**src/rtl/ace_mem_pkg.sv**
```systemverilog
// Shared constants for the ACE core memory front end: FSM state codes, master ids, error word, MMIO base.
package ace_mem_pkg;

  localparam logic [1:0]  S_IDLE = 2'd0;
  localparam logic [1:0]  S_BUSY = 2'd1;
  localparam logic [1:0]  S_RESP = 2'd2;

  localparam logic        M_IF = 1'b0;
  localparam logic        M_D  = 1'b1;

  localparam logic [31:0] ERR_WORD_DEFAULT = 32'hDEADBEEF;
  localparam logic [31:0] MMIO_BASE        = 32'h0010_0000;

endpackage

```
**src/rtl/mem_timeout_cnt.sv**
```systemverilog
// BUSY-cycle timer: clear/enable up-counter that saturates and flags its terminal count (LIMIT-1).
module mem_timeout_cnt #(
  parameter int unsigned LIMIT = 16
) (
  input  logic clk,
  input  logic reset,
  input  logic clear,
  input  logic en,
  output logic tc
);

  localparam int unsigned W = $clog2(LIMIT + 1);

  logic [W-1:0] cnt;

  assign tc = (cnt == W'(LIMIT - 1));

  always_ff @(posedge clk or posedge reset) begin
    if (reset) begin
      cnt <= '0;
    end else if (clear) begin
      cnt <= '0;
    end else if (en && !tc) begin
      cnt <= cnt + W'(1);
    end
  end

endmodule

```
**src/rtl/mem_arbiter.sv**
```systemverilog
// Two-master (fetch / data) arbiter in front of io_ctrl: one transfer at a time, misalign reject, timeout.
// Define MEM_ARB_RR_EN for round-robin tie-breaking; otherwise data has fixed priority over fetch.
module mem_arbiter
  import ace_mem_pkg::*;
#(
  parameter int unsigned TIMEOUT_CYCLES = 16,
  parameter logic [31:0] ERR_WORD       = ERR_WORD_DEFAULT
) (
  input  logic        clk,
  input  logic        reset,
  input  logic        if_read,
  input  logic [31:0] if_addr,
  output logic        if_ack,
  output logic [31:0] if_rdata,
  output logic        if_err,
  input  logic        d_read,
  input  logic        d_write,
  input  logic [31:0] d_addr,
  input  logic [31:0] d_wdata,
  output logic        d_ack,
  output logic [31:0] d_rdata,
  output logic        d_err,
  output logic        mem_read,
  output logic        mem_write,
  output logic [31:0] mem_addr,
  output logic [31:0] mem_write_data,
  input  logic        mem_ack,
  input  logic [31:0] mem_read_data
);

  logic [1:0]  state;
  logic        rd_q, wr_q, grant_q;
  logic        tmo_tc;

  logic        req_d, any_req, pick_d, win, win_wr, misaligned;
  logic [31:0] win_addr;
  logic        fin, fin_err, fin_ld, fin_m;
  logic [31:0] fin_data;

  assign mem_read  = rd_q & (state == S_BUSY) & ~mem_ack;
  assign mem_write = wr_q & (state == S_BUSY) & ~mem_ack;

`ifdef MEM_ARB_RR_EN
  logic last_q;

  always_ff @(posedge clk or posedge reset) begin
    if (reset) begin
      last_q <= M_IF;
    end else if (state == S_IDLE && any_req) begin
      last_q <= win;
    end
  end
`endif

  always_comb begin
    req_d   = d_read | d_write;
    any_req = if_read | req_d;
`ifdef MEM_ARB_RR_EN
    pick_d  = req_d & (~if_read | (last_q == M_IF));
`else
    pick_d  = req_d;
`endif
    win        = pick_d ? M_D : M_IF;
    win_addr   = pick_d ? d_addr : if_addr;
    win_wr     = pick_d & d_write;
    misaligned = |win_addr[1:0];
  end

  // Single completion path shared by misalign reject, normal ack and timeout.
  always_comb begin
    fin      = 1'b0;
    fin_err  = 1'b0;
    fin_ld   = 1'b0;
    fin_data = ERR_WORD;
    fin_m    = grant_q;
    case (state)
      S_IDLE: begin
        if (any_req && misaligned) begin
          fin     = 1'b1;
          fin_err = 1'b1;
          fin_ld  = 1'b1;
          fin_m   = win;
        end
      end
      S_BUSY: begin
        if (mem_ack) begin
          fin      = 1'b1;
          fin_ld   = rd_q;
          fin_data = mem_read_data;
        end else if (tmo_tc) begin
          fin     = 1'b1;
          fin_err = 1'b1;
          fin_ld  = 1'b1;
        end
      end
      default: ;
    endcase
  end

  always_ff @(posedge clk or posedge reset) begin
    if (reset) begin
      state          <= S_IDLE;
      rd_q           <= 1'b0;
      wr_q           <= 1'b0;
      grant_q        <= M_IF;
      mem_addr       <= '0;
      mem_write_data <= '0;
      if_ack         <= 1'b0;
      if_err         <= 1'b0;
      if_rdata       <= '0;
      d_ack          <= 1'b0;
      d_err          <= 1'b0;
      d_rdata        <= '0;
    end else begin
      if_ack <= fin && (fin_m == M_IF);
      if_err <= fin && (fin_m == M_IF) && fin_err;
      d_ack  <= fin && (fin_m == M_D);
      d_err  <= fin && (fin_m == M_D) && fin_err;
      if (fin && fin_ld) begin
        if (fin_m == M_D) d_rdata  <= fin_data;
        else              if_rdata <= fin_data;
      end
      case (state)
        S_IDLE: begin
          if (any_req) begin
            grant_q <= win;
            rd_q    <= ~win_wr;
            wr_q    <= win_wr;
            if (misaligned) begin
              state <= S_RESP;
            end else begin
              state    <= S_BUSY;
              mem_addr <= win_addr;
              if (win_wr) mem_write_data <= d_wdata;
            end
          end
        end
        S_BUSY: begin
          if (fin) state <= S_RESP;
        end
        default: state <= S_IDLE;
      endcase
    end
  end

  mem_timeout_cnt #(
    .LIMIT (TIMEOUT_CYCLES)
  ) u_timeout (
    .clk   (clk),
    .reset (reset),
    .clear (state != S_BUSY),
    .en    (state == S_BUSY),
    .tc    (tmo_tc)
  );

endmodule

```
**config.mk**
```make
export PLATFORM = sky130hd
export DESIGN_NAME = mem_arbiter
export DESIGN_NICKNAME = d
export VERILOG_FILES = /design/src/rtl/ace_mem_pkg.sv /design/src/rtl/mem_timeout_cnt.sv /design/src/rtl/mem_arbiter.sv
export SDC_FILE = /design/constraint.sdc
export NUM_CORES = 1
export LEC_CHECK = 0
export CAP_MARGIN = 20
export CORE_MARGIN = 2
export CORE_UTILIZATION = 45
export CTS_CLUSTER_DIAMETER = 120
export CTS_CLUSTER_SIZE = 28
export DETAILED_ROUTE_END_ITERATION = 16
export PLACE_DENSITY = 0.87
export SYNTH_ARGS = -nofsm -noshare
export SYNTH_HDL_FRONTEND = slang
export SYNTH_SLANG_ARGS = --single-unit
```
**constraint.sdc**
```tcl
create_clock -name clk -period 14.5 [get_ports clk]
set_clock_uncertainty 0.2 [all_clocks]
set_input_delay 3.625 -clock clk [delete_from_list [all_inputs] [get_ports clk]]
set_output_delay 3.625 -clock clk [all_outputs]
set_load 0.01 [all_outputs]
```
# Yosys cells after proc, flatten, opt, wreduce, memory -nomap -nowiden
# Cells that the tools add are included.
# Widths: inputs -> output; s select.
[totals]
register_bits = 142
input_bits = 134
out_inout_bits = 134
[op_classes]
addsub = 1
eq_ne = 5
n_mux = 20
bitwise_logic = 11
reduce_logical = 17
[op_table]
columns = ["cell", "count"]
rows = [
  ["$mux 32", 3],
  ["$mux 5", 2],
  ["$mux 1", 8],
  ["$reduce_and 2->1", 4],
  ["$logic_and 1x1->1", 7],
  ["$mux 2", 3],
  ["$pmux 1 s2", 3],
  ["$add 5x1->5 const B", 1],
  ["$and 1x1->1", 5],
  ["$eq 5x4->1 const B", 1],
  ["$ne 2x2->1 const B", 2],
  ["$not 1->1", 4],
  ["$pmux 2 s2", 1],
  ["$reduce_and 4->1", 1],
  ["$reduce_and 3->1", 1],
  ["$eq 2x1->1 const B", 1],
  ["$logic_not 2->1", 1],
  ["$ne 2x1->1 const B", 1],
  ["$or 1x1->1", 2],
  ["$reduce_bool 2->1", 1],
  ["$reduce_or 2->1", 1],
  ["$logic_not 1->1", 1],
]

# Depth between registers and ports, before layout
[depth]
ltp_word = 9
mapped_depth = 9
depth_no_buf = 7

# Cells and area by module
# From an unflattened synthesis, not the netlist that was laid out.
[unflattened]
cells_unflattened = 563
area_unflattened_um2 = 5914.4
[by_module_without_submodules]
columns = ["mod", "n_inst", "cells_each", "area_per_inst_um2", "seq_area_each_um2"]
rows = [
  ["mem_arbiter", 1, 539, 5650.4, 3428.3],
  ["mem_timeout_cnt", 1, 24, 264.0, 125.1],
]

# Least setup slack after synthesis
# Ideal clock, no wire load.
[synth_path]
path_kind = "input -> output"
from = "input mem_ack"
to = "output mem_write"
arrival_time_ps = 3926
t_required_ps = 10675
slack_ps = 6749
cell_stages = 1
n_path_buf = 0
cell_sequence = "nor3_1"
[synth_via]
elab_chain_cells = 2
[synth_rtl]
columns = ["item", "line", "text"]
rows = [
  ["start, declared", "mem_arbiter.sv:27", "input logic mem_ack,"],
  ["$not 1->1", "mem_arbiter.sv:41", "assign mem_write = wr_q & (state == S_BUSY) & ~mem_ack;"],
  ["$and 1x1->1", "mem_arbiter.sv:41", ""],
  ["end, declared", "mem_arbiter.sv:24", "output logic mem_write,"],
]
# No other way between the ends.

# Worst setup path in the final report
[layout_path]
from = "input mem_ack"
to = "output mem_read"
[layout_via]
elab_chain_cells = 2
[layout_rtl]
columns = ["item", "line", "text"]
rows = [
  ["$not 1->1", "mem_arbiter.sv:40", "assign mem_read = rd_q & (state == S_BUSY) & ~mem_ack;"],
  ["$and 1x1->1", "mem_arbiter.sv:40", ""],
  ["end, declared", "mem_arbiter.sv:23", "output logic mem_read,"],
]
# No other way between the ends.

==> flow_metrics.tcl <==
set metrics [dict create \
    fin_cells 891 \
    postCtsResizedCells 0 \
    port_buffers 267 \
    rows 41 \
    ys.flop_type "dfrtp_1" \
    grt_max_degree 84 \
    synthArstFlopShare_pct 100 \
    syn-cell-area_sq_um 5760 \
    tns_ps 0 \
    outcome "finished clean" \
    r2r_start "u_timeout.cnt[0]" \
    cts_buffers 17 \
    core_sq_um 12600 \
    endpoint_kind "primary output" \
    place_worst_setup_slack_ps 5620 \
    switching_share_pct 31.7 \
    rsz0062_at_grt "false" \
    syn_inst 448 \
    seq_area_frac_synth_pct 61.6 \
    insertion_delay_ps 410 \
    start_util_pct 45.9 \
    synth_top_area_share_pct 61.6 \
    path_class "in2out" \
    fin_util_pct 73.5 \
    synthToLayoutAreaGrowth_pct 60.2 \
    pwr-share-clk_pct 26.3 \
    die-area_sq_um 13700 \
    synth_area_leaders "dfrtp_1 62%, o32a_1 8.3%, mux2_2 6.4%" \
    yosysWarnings 0 \
    first_pass_iters 4 \
    diodes 0 \
    fin_ws_ps 5630 \
    cp_max_fo 6 \
    cts_root_buffer "clkbuf_16" \
    grt_usage_pct 25.1 \
    drt_iter0_drc 257 \
    wl_met2_um 8780 \
    power.total_mw 1.68 \
    fin_crit_ps 8870 \
    hpwl_um 11900 \
    syn_nets 584 \
    drt-met1-wl_um 6290 \
    die_h_um 117 \
    route.met3.wl_um 1270 \
    r2r_cells 7 \
    slew_violations 0 \
    layout_common_cells "267 x clkdlybuf4s50_1, 142 x dfrtp_1, 63 x a21oi_1" \
    combinationalPowerShare_pct 38.0 \
    maxCapViolCount 0 \
    p_leak_nw 3.61 \
    r2r_end "if_rdata[25]" \
    min_from "d_rdata[23]" \
    post_cts_buffers 0 \
    finalHoldViolCount 0 \
    final_layout_size_suffix_gt1_share_pct 11.3 \
    period_share_pct 61.2 \
    path_clk_slew_ps 50 \
    routed_wl_um 16800 \
    powerDensity_nw_per_um2 182 \
    num_io_pins 268 \
    arrival_ps 5050 \
    switchingPower_mw 0.533 \
    cts.sinks 142 \
    holdPathStages 1 \
    reg2reg_slack_ps 11570 \
    gp_congestion 0.794 \
    worstMarginPinSlew_ps 1030 \
    vdd_drop_max_uv 87.9 \
    drc_errors 0 \
    overflow 0 \
    internal-power_mw 1.15 \
    grt_pass1_vias 5061 \
    pwr-share-seq_pct 35.7 \
    finalNetCount 842 \
    ys_types 37 \
    start_kind "input pin" \
    drt-wirelength-per-cell_um 18.9 \
    cp.required_ps 10680 \
    cts_tree "built" \
    htreeDepth 4 \
    die_w_um 117 \
    cp-endpoint "mem_read" \
    synth_edf_count 0 \
    final_common_cell "clkdlybuf4s50_1" \
    yosys.area.top_type "dfrtp_1" \
    hold_buffers 0 \
    synth_area_per_cell_sq_um 12.9 \
    min_path_type "reg2reg" \
    vias 4814 \
    clockBufferDepth 2 \
    crit_start "mem_ack" \
    ys_ff_latch 142 \
    antenna_found_initial 0 \
    setup_viol 0 \
    fmax_mhz 113 \
    slew_headroom_pct 31.1 \
    dr.max_layer_used "met4" \
    ant_nets 0 \
    viasPerCell 5.40 \
    grt_pass1_wl_um 25900 \
    dp.cells 857 \
]
==> worst max-delay path, stage by stage <==
cell and delay [ps]:
clkdlybuf4s50_1 520, nor2_1 170, and2_1 160, clkdlybuf4s50_1 560
==> metal layers <==
layer | track usage [%] | up-vias
li1 | - | 2188
met1 | 29.6 | 2358
met2 | 42.9 | 231
met3 | 7.11 | 37
met4 | 10.9 | 0
met5 | 0 | -
==> flip-flops by register name (all words and copies together), names as in the netlist <==
| name | flops |
|---|---|
| d_rdata | 32 |
| state | 2 |
| rd_q | 1 |
| u_timeout.cnt | 5 |
| mem_addr | 32 |
| d_ack | 1 |
| wr_q | 1 |
| if_ack | 1 |
| if_err | 1 |
| grant_q | 1 |
| mem_write_data | 32 |
| if_rdata | 32 |
| d_err | 1 |
==> Yosys cell counts (all sizes together), types with 4 or more instances <==
cell type  instances
dfrtp            142
a21oi             64
o32a              48
mux2              33
mux2i             31
clkbuf            20
buf               18
nor2              15
inv               12
nand2             10
o22ai              8
o2bb2ai            8
o21ai              6
nor2b              5
nor3               4
==> kinds of logic after synthesis <==
| group | share of synthesized area, % |
|---|---|
| buffers and inverters | 3.62 |
| adders and majority gates | 0.434 |
| xor gates and xnor gates | 0.456 |
| and+or+nand+nor | 4.10 |
| muxes | 11.8 |
| DFF | 61.6 |
| AOI/OAI and AO/OA | 17.9 |
==> power groups by stage <==
stage	combinational (mW)	sequential, mW	clock, mW
after CTS	0.642	0.600	0.452
after floorplan	0.221	0.653	0
after global placement	0.616	0.597	0
final	0.639	0.601	0.444
after global routing	0.687	0.615	0.470
after detailed placement	0.639	0.603	0
==> through the flow <==
step | cell area [sq um] | hold WS, ps
finish | 9240 | 296
global route | 9240 | 309
CTS | 9180 | 299
detailed placement | 8570 | 278
global placement | 8560 | 276
floorplan | 5760 | 280
==> area by class of cell <==
class                           instances  area, sq um
Sequential cell                       142         3550
Fill cell                             851         3330
Timing Repair Buffer                  277         2800
Multi-Input combinational cell        256         2010
Clock buffer                           21          450
Tap cell                              172          215
Clock inverter                         11          159
Inverter                               12         50.0
==> how the worst min path moves through the flow <==
stage,end,slack (ps)
4_1_cts,d_rdata[23],300
3_5_place_dp,if_rdata[8],280
3_3_place_gp,if_rdata[8],280
6_report,d_rdata[23],300
2_1_floorplan,u_timeout.cnt[4],280
5_1_grt,d_rdata[19],310
Power figures use the tool's default switching activity.
